`src/rtl/pwm_audio_out.sv`:
```
// pwm_audio_out: FIFO-buffered sample sink that turns unsigned W-bit samples into a 1-bit PWM stream.
// Optional: define PWM_UNDERRUN_MUTE_EN to load midscale instead of holding the last sample on underrun.
module pwm_audio_out #(
  parameter int W      = 8,
  parameter int DEPTH  = 4,
  parameter int REPEAT = 1
) (
  input  logic                   clk,
  input  logic                   rst,
  input  logic                   en,
  input  logic [W-1:0]           s_data,
  input  logic                   s_valid,
  output logic                   s_ready,
  output logic                   pwm_out,
  output logic [$clog2(DEPTH):0] fifo_level,
  output logic                   underrun
);

  localparam int AW = $clog2(DEPTH);
  localparam int LW = AW + 1;
  localparam int RW = 8;
  localparam logic [RW-1:0] REP_LAST = RW'(REPEAT - 1);
  localparam logic [LW-1:0] FULL_LVL = LW'(DEPTH);
  localparam logic [W-1:0]  MIDSCALE = {1'b1, {(W-1){1'b0}}};

  function automatic logic [W-1:0] underrun_duty(input logic [W-1:0] last);
    underrun_duty = last;
`ifdef PWM_UNDERRUN_MUTE_EN
    underrun_duty = MIDSCALE;
`endif
  endfunction

  function automatic logic pwm_level(input logic [W-1:0] c, input logic [W-1:0] d);
    return c < d;
  endfunction

  logic [1:0]    rst_sync;
  logic          rst_n_i;

  logic [W-1:0]  mem [DEPTH];
  logic [AW-1:0] wr_ptr;
  logic [AW-1:0] rd_ptr;
  logic [LW-1:0] level;
  logic          full;
  logic          empty;
  logic          push;
  logic          pop;
  logic [W-1:0]  head;

  logic [W-1:0]  cnt;
  logic [RW-1:0] rep;
  logic          boundary;
  logic          load;
  logic [W-1:0]  duty;
  logic [W-1:0]  duty_eff;

  // Reset asserts asynchronously, deasserts after two clk edges.
  always_ff @(posedge clk or negedge rst) begin
    if (!rst) rst_sync <= 2'b00;
    else      rst_sync <= {rst_sync[0], 1'b1};
  end
  assign rst_n_i = rst_sync[1];

  // Input stage: FIFO write side; s_ready depends only on the current level.
  assign full       = (level == FULL_LVL);
  assign empty      = (level == '0);
  assign s_ready    = !full;
  assign push       = s_valid && s_ready;
  assign fifo_level = level;
  assign head       = mem[rd_ptr];

  always_ff @(posedge clk) begin
    if (push) mem[wr_ptr] <= s_data;
  end

  always_ff @(posedge clk or negedge rst_n_i) begin
    if (!rst_n_i) begin
      wr_ptr <= '0;
      rd_ptr <= '0;
      level  <= '0;
    end else begin
      if (push) wr_ptr <= wr_ptr + AW'(1);
      if (pop)  rd_ptr <= rd_ptr + AW'(1);
      case ({push, pop})
        2'b10:   level <= level + LW'(1);
        2'b01:   level <= level - LW'(1);
        default: level <= level;
      endcase
    end
  end

  // Frame stage: boundary detection, repeat slotting and duty selection.
  assign boundary = en && (cnt == '0);
  assign load     = boundary && (rep == '0);
  assign pop      = load && !empty;

  always_comb begin
    duty_eff = duty;
    if (load) duty_eff = empty ? underrun_duty(duty) : head;
  end

  always_ff @(posedge clk or negedge rst_n_i) begin
    if (!rst_n_i) begin
      cnt <= '0;
      rep <= '0;
    end else if (en) begin
      cnt <= cnt + W'(1);
      if (boundary) rep <= (rep == '0) ? REP_LAST : rep - RW'(1);
    end
  end

  always_ff @(posedge clk or negedge rst_n_i) begin
    if (!rst_n_i) begin
      duty     <= MIDSCALE;
      underrun <= 1'b0;
    end else begin
      duty <= duty_eff;
      if (load && empty) underrun <= 1'b1;
    end
  end

  // Output stage: registered compare, one clk behind cnt.
  always_ff @(posedge clk or negedge rst_n_i) begin
    if (!rst_n_i) pwm_out <= 1'b0;
    else          pwm_out <= en && pwm_level(cnt, duty_eff);
  end

endmodule

```
`config.mk`:
```
export PLATFORM = sky130hd
export DESIGN_NAME = pwm_audio_out
export DESIGN_NICKNAME = d
export VERILOG_FILES = /design/src/rtl/pwm_audio_out.sv
export SDC_FILE = /design/constraint.sdc
export NUM_CORES = 1
export LEC_CHECK = 0
export ABC_CLOCK_PERIOD_IN_PS = 1400
export CAP_MARGIN = 0
export CORE_ASPECT_RATIO = 1.25
export CORE_UTILIZATION = 38
export CTS_BUF_LIST = sky130_fd_sc_hd__clkbuf_16
export DETAILED_ROUTE_END_ITERATION = 7
export MAX_ROUTING_LAYER = met4
export PLACE_DENSITY = 0.65
export SYNTH_ARGS = -nofsm -noshare
export SYNTH_HDL_FRONTEND = slang
export SYNTH_SLANG_ARGS = --single-unit
```
`constraint.sdc`:
```
create_clock -name clk -period 1.4 [get_ports clk]
set_input_delay 0.14 -clock clk [delete_from_list [all_inputs] [get_ports clk]]
set_output_delay 0.14 -clock clk [all_outputs]
set_load 0.1 [all_outputs]
```
* Word level (Yosys, flattened, before mapping) *
Memories as Yosys holds them, arrays and structs flattened.
Index checks and enable logic that the tools add are counted.

cells by class
  $lt $le $gt $ge = 1
  multiplexer cells = 6
  reduce and logical (&&, ||, !) cells = 13
  equal/unequal tests = 3
  add/subtract/negate cells = 6

operators by type and width
  operator                                              number
  2-to-1 mux 8 bit                                      3
  zero test 8 bit                                       2
  adder 8 x 1 -> 8 bit (second input constant)          1
  less-than comparator 8 bit                            1
  subtractor 8 x 1 -> 8 bit (second input constant)     1
  logical AND 1 bit                                     6
  case mux 3 bit (2 select lines)                       1
  adder 2 x 1 -> 2 bit (second input constant)          2
  adder 3 x 1 -> 3 bit (second input constant)          1
  equality test 3 bit (second input constant)           1
  zero test 3 bit                                       1
  subtractor 3 x 1 -> 3 bit (second input constant)     1
  equality test 2 x 1 -> 1 bit (second input constant)  1
  equality test 2 bit (second input constant)           1
  zero test 1 bit                                       2
  2-to-1 mux 1 bit                                      2
  AND reduction 2 bit                                   1
  nonzero test 2 bit                                    1

word-level totals
  output and inout bits = 6
  input bits = 12
  RAM bits = 32
  word-level logic and storage cells = 39
  memories kept = 1
  flip-flop bits (word level) = 35

memory list
  memory  depth  bits a word  read ports  clocked after memory_dff  write ports  line  text
  mem     4      8            1           0                         1            40    logic [W-1:0] mem [DEPTH];

* Depth between registers and ports, before layout *
  word-level depth = 6
  mapped depth = 13
  depth with buffers taken out = 11

* Worst setup path after synthesis *
OpenSTA, ideal clock, no wires.

  kind = flip-flop to flip-flop
  from = reg level[2] (netlist: fifo_level[2])
  to = reg level[2] (netlist: fifo_level[2])
  setup time = 0.163 ns
  stages on the path, launching flop included = 10
  path slack = -2.230 ns
  clock period less this slack = 3.630 ns
  data required time = 1.237 ns
  data arrival time = 3.468 ns
  path buffers = 0
  path through = dfrtp_1 > nand3_1 > and2_1 > inv_1 > ha_1 > inv_1 > fa_1 > xor2_1 > nor2_1 > xor2_1

on the way
  word-level cells in the longest chain between the ends = 5
  elaborated cells on any way between the ends = 12
  those cells by class = 2 x add/sub; 3 x eq/ne; 1 x mux; 6 x reduce/logical

ends and longest elaborated chain
  item                                                                   line  text
  start: declaration                                                     43    logic [LW-1:0] level;
  start signal: assignment                                               85    2'b10: level <= level + LW'(1);
  start signal: assignment                                               86    2'b01: level <= level - LW'(1);
  start signal: assignment                                               87    default: level <= level;
  equality test 3 bit (*)                                                65    assign full = (level == FULL_LVL);
  zero test 1 bit (*)                                                    67    assign s_ready = !full;
  net s_ready                                                            13    output logic s_ready,
  logical AND 1 bit (*)                                                  68    assign push = s_valid && s_ready;
  equality test 2 x 1 -> 1 bit or equality test 2 bit (tied branches)    84    case ({push, pop})
  case mux 3 bit (2 select lines) or nonzero test 2 bit (tied branches)  -

The timed path passes the listed nets; every way through them passes the cells marked *.
A chain may end at the register's enable or synchronous reset.

* Final worst setup path *
  from = reg cnt[4]
  to = reg pwm_out

on the way
  word-level cells in the longest chain between the ends = 6

ends and longest elaborated chain
  item                            line  text
  start: declaration              50    logic [W-1:0] cnt;
  start signal: assignment        107   cnt <= cnt + W'(1);
  zero test 8 bit                 93    assign boundary = en && (cnt == '0);
  logical AND 1 bit               93
  logical AND 1 bit               94    assign load = boundary && (rep == '0);
  2-to-1 mux 8 bit                99    if (load) duty_eff = empty ? underrun_duty(duty) : head;
  less-than comparator 8 bit (*)  34    return c < d;
  logical AND 1 bit (*)           125   else pwm_out <= en && pwm_level(cnt, duty_eff);
  end signal: assignment          125
  end: declaration                14    output logic pwm_out,

Every way passes the cells marked *; elsewhere a longest branch is shown, timed or not.

==> metrics.yaml <==
outcome:
  outcome: "complete, but fails checks"
  violations: "setup timing"
route:
  drcViolationCount: 0
  detail_route.wl_per_cell_um: 15.0
  vias_per_cell: 4.98
  drt-initial-drc-count: 64
  detail_route.wirelength_mm: 5.98
  detailroute.via_count: 1991
  ant_nets: 0
  dr.pass1.iters: 4
clock_network:
  clockBufferDepth: 2
  tritoncts.num_buffers: 9
  cts.reportedPaths.clkPinSlew_ns: 0.06
  root_buffer: "clkbuf_16"
  tritoncts: "done"
  clk-insertion-delay-late_ns: 0.33
  depth_of_the_cts_h_tree: 3
  tritoncts_num_sinks: 67
power_and_ir_drop:
  switching_share_pct: 34.5
  internal_power_mw: 6.67
  peakVddDrop_mv: 1.10
  power.leakage_nw: 1.83
  fraction_of_power_consumed_by_combinational_cells_pct: 45.9
  power.share.clock_pct: 23.5
  power_per_cell_area_nw_per_um2: 2320
  tot_pwr_mw: 10.2
  switchingPower_mw: 3.52
  pwr-share-seq_pct: 30.6
synthesis:
  yosys.cell_count.top_type: "dfrtp_1"
  number_of_enable_type_register_cells_in_the_synthesized_netlist: 32
  synth_largest_type_area_fraction_pct: 31.3
  synth_cell_types: 47
  synth_top_cell_by_area: "edfxtp_1"
  synth_cells: 211
  yosysWarningCount: 0
  synth.net_count: 240
  synth-main-ff-cell: "dfrtp_1"
  synth_seq_cells: 67
  async_flop_share_pct: 52.2
  synth_common_cells: "34 x dfrtp_1, 32 x edfxtp_1, 16 x ha_1"
  seq_area_frac_synth_pct: 59.8
  syn-mean-instance-area_um2: 14.6
  synth_area_leaders: "edfxtp_1 31%, dfrtp_1 28%, ha_1 6.5%, mux4_2 5.9%, mux2_2 3.3%"
  syn_area_um2: 3070
global_route:
  grt_util_all_layers_pct: 16.2
  first_pass_grt_wire_length_mm: 9.54
  grt_max_degree: 34
  grt_pass1_vias: 2018
  grt_overflow: 0
  initial_antenna_violation_count: 0
placement:
  gpl.final_weighted_congestion: 0.749
  dpl.hpwl_mm: 3.91
  place_worst_setup_slack_ns: -1.25
  port_buffers: 17
floorplanning:
  core_region_area_um2: 7840
  die-height_um: 103
  horizontal_extent_of_the_die_um: 82.4
  rows: 36
  start_util_pct: 39.2
  pin_count: 18
  total_die_area_um2: 8450
finish:
  area_delta_synth_final_pct: 43.2
  num-nets-final: 329
  utilization_pct: 56.2
  post_route_cells_drive_above_1_share_pct: 45.2
  num_antenna_cells: 0
sta:
  clock-skew-final_ns: 0.00607
  final_setup_violation_count: 24
  finalCritPeriodShare_pct: 191
  whs_ns: 0.277
  finalMaxSlewViolations: 0
  finalCriticalPeriod_ns: 2.67
  achievable-frequency_mhz: 374
  worst_setup_slack_after_layout_ns: -1.27
  rsz_0062_raised_after_global_routing: "yes"
  fin_tns_setup_ns: -15.87
  timing.final.hold_violations: 0
setup_path:
  crit_path_cell_trace: "or4_4, or2_4, nor3_4, buf_12, mux2i_1, ha_1, and4_1, o21ai_1, o221a_2, o31a_1"
  ff2ff_path_depth: 10
  worstPathArrival_ns: 2.94
  largest_fanout_on_the_critical_path: 9
  cp_slowest_cell: "or4_4"
  cp-start-kind: "flip-flop"
  critPathCaptureType: "flip-flop"
  critPathMaxStageDelay_ns: 0.56
  critPathLaunch: "cnt[4]"
  worst_r2r_startpoint: "cnt[4]"
  timing.setup.critical_path_class: "flip-flop to flip-flop"
  timing.critical_path.required_ns: 1.67
min_path:
  hold_path.class: "flip-flop to async pin"
flow_run:
  timing.max_cap.violations: 0
path summary, 6_finish.rpt:
check	slack (ns)	to
worst max-delay path	-1.27	pwm_out
worst min-delay path	0.28	fifo_level[1]
worst max register to register	-1.27	pwm_out
worst min register to register	0.28	fifo_level[1]
max in group asynchronous	0.78	rst_sync[0]
min in group clk	0.35	rst_sync[1]
power groups by stage:
stage                     logic (mW)  clock network [mW]  registers, mW
after global routing            5.10                2.51           3.20
final                           4.68                2.39           3.12
after detailed placement        4.13                   0           3.13
after floorplan                 1.91                   0           3.62
after global placement          4.07                   0           3.11
after CTS                       4.49                2.43           3.12
placed cells by master, fill, tap and decap left out, types with 3 or more instances in the layout:
cell             Yosys  layout
and3_4               0       4
buf_12               1       7
buf_4                0      53
buf_6                1      10
clkbuf_16            0       9
clkdlybuf4s50_1      0      11
dfrtp_1             34      31
edfxtp_1            32      32
ha_1                16      15
inv_1               12       8
mux2_2               9       8
mux2_4               2       3
mux2i_1              7       7
mux4_2               8       8
nand2_1             10      10
nor2_1               8       6
nor2b_1              3       3
o21ai_1              0       3
xnor2_1              6       6
xor2_1               7       7
stage by stage:
step	instance area [um2]	cells
finish	4400	400
global route	4400	400
CTS	4320	396
detailed placement	3820	372
global placement	3820	372
floorplan	3100	211
sequential cells by signal, summed over array words and instances, names as in the netlist, 2 cells and up:
signal	flops
cnt	8
duty	8
fifo_level	3
mem	32
rd_ptr	2
rep	8
rst_sync	2
wr_ptr	2
per-layer routing:
metal / global-route usage [%] / share of wire (%)
met4: 8.50 / 2.5
met3: 3.81 / 1.8
met5: - / 0
met1: 19.8 / 44
met2: 24.9 / 52
cell type report:
type / instances / area (um2)
Clock buffer: 9 / 225
Clock inverter: 7 / 92.6
Fill cell: 662 / 3440
Inverter: 12 / 50.0
Multi-Input combinational cell: 127 / 1280
Sequential cell: 67 / 1850
Tap cell: 95 / 119
Timing Repair Buffer: 83 / 786
worst max-delay path, delay by kind of cell, from the launching register on:
family | cells | cell delay (ns)
compound gates | 3 | 0.38
fa+ha+maj | 1 | 0.26
buf+inv | 1 | 0.16
flops | 1 | 0.37
mux | 1 | 0.21
simple gates | 4 | 1.22
cells by family after synthesis:
| kind of cell | after synthesis | synth area share (%) |
|---|---|---|
| buf+inv | 17 | 2.85 |
| fa+ha+maj | 17 | 7.17 |
| flops | 67 | 59.8 |
| simple gates | 47 | 8.63 |
| compound gates | 23 | 5.29 |
| mux | 26 | 12.4 |
| other cells | 1 | 0.122 |
| xor+xnor | 13 | 3.71 |
what timing repair did:
action | 4_1_cts | 5_1_grt
buffers inserted | 7 | 4
endpoints found under the setup margin | 57 | 57
pin swaps | 11 | 6
gates resized for setup | 34 | 14
endpoints found under the hold margin | 2 | 0
hold buffers | 1 | 0
Power figures use the tool's default switching activity.
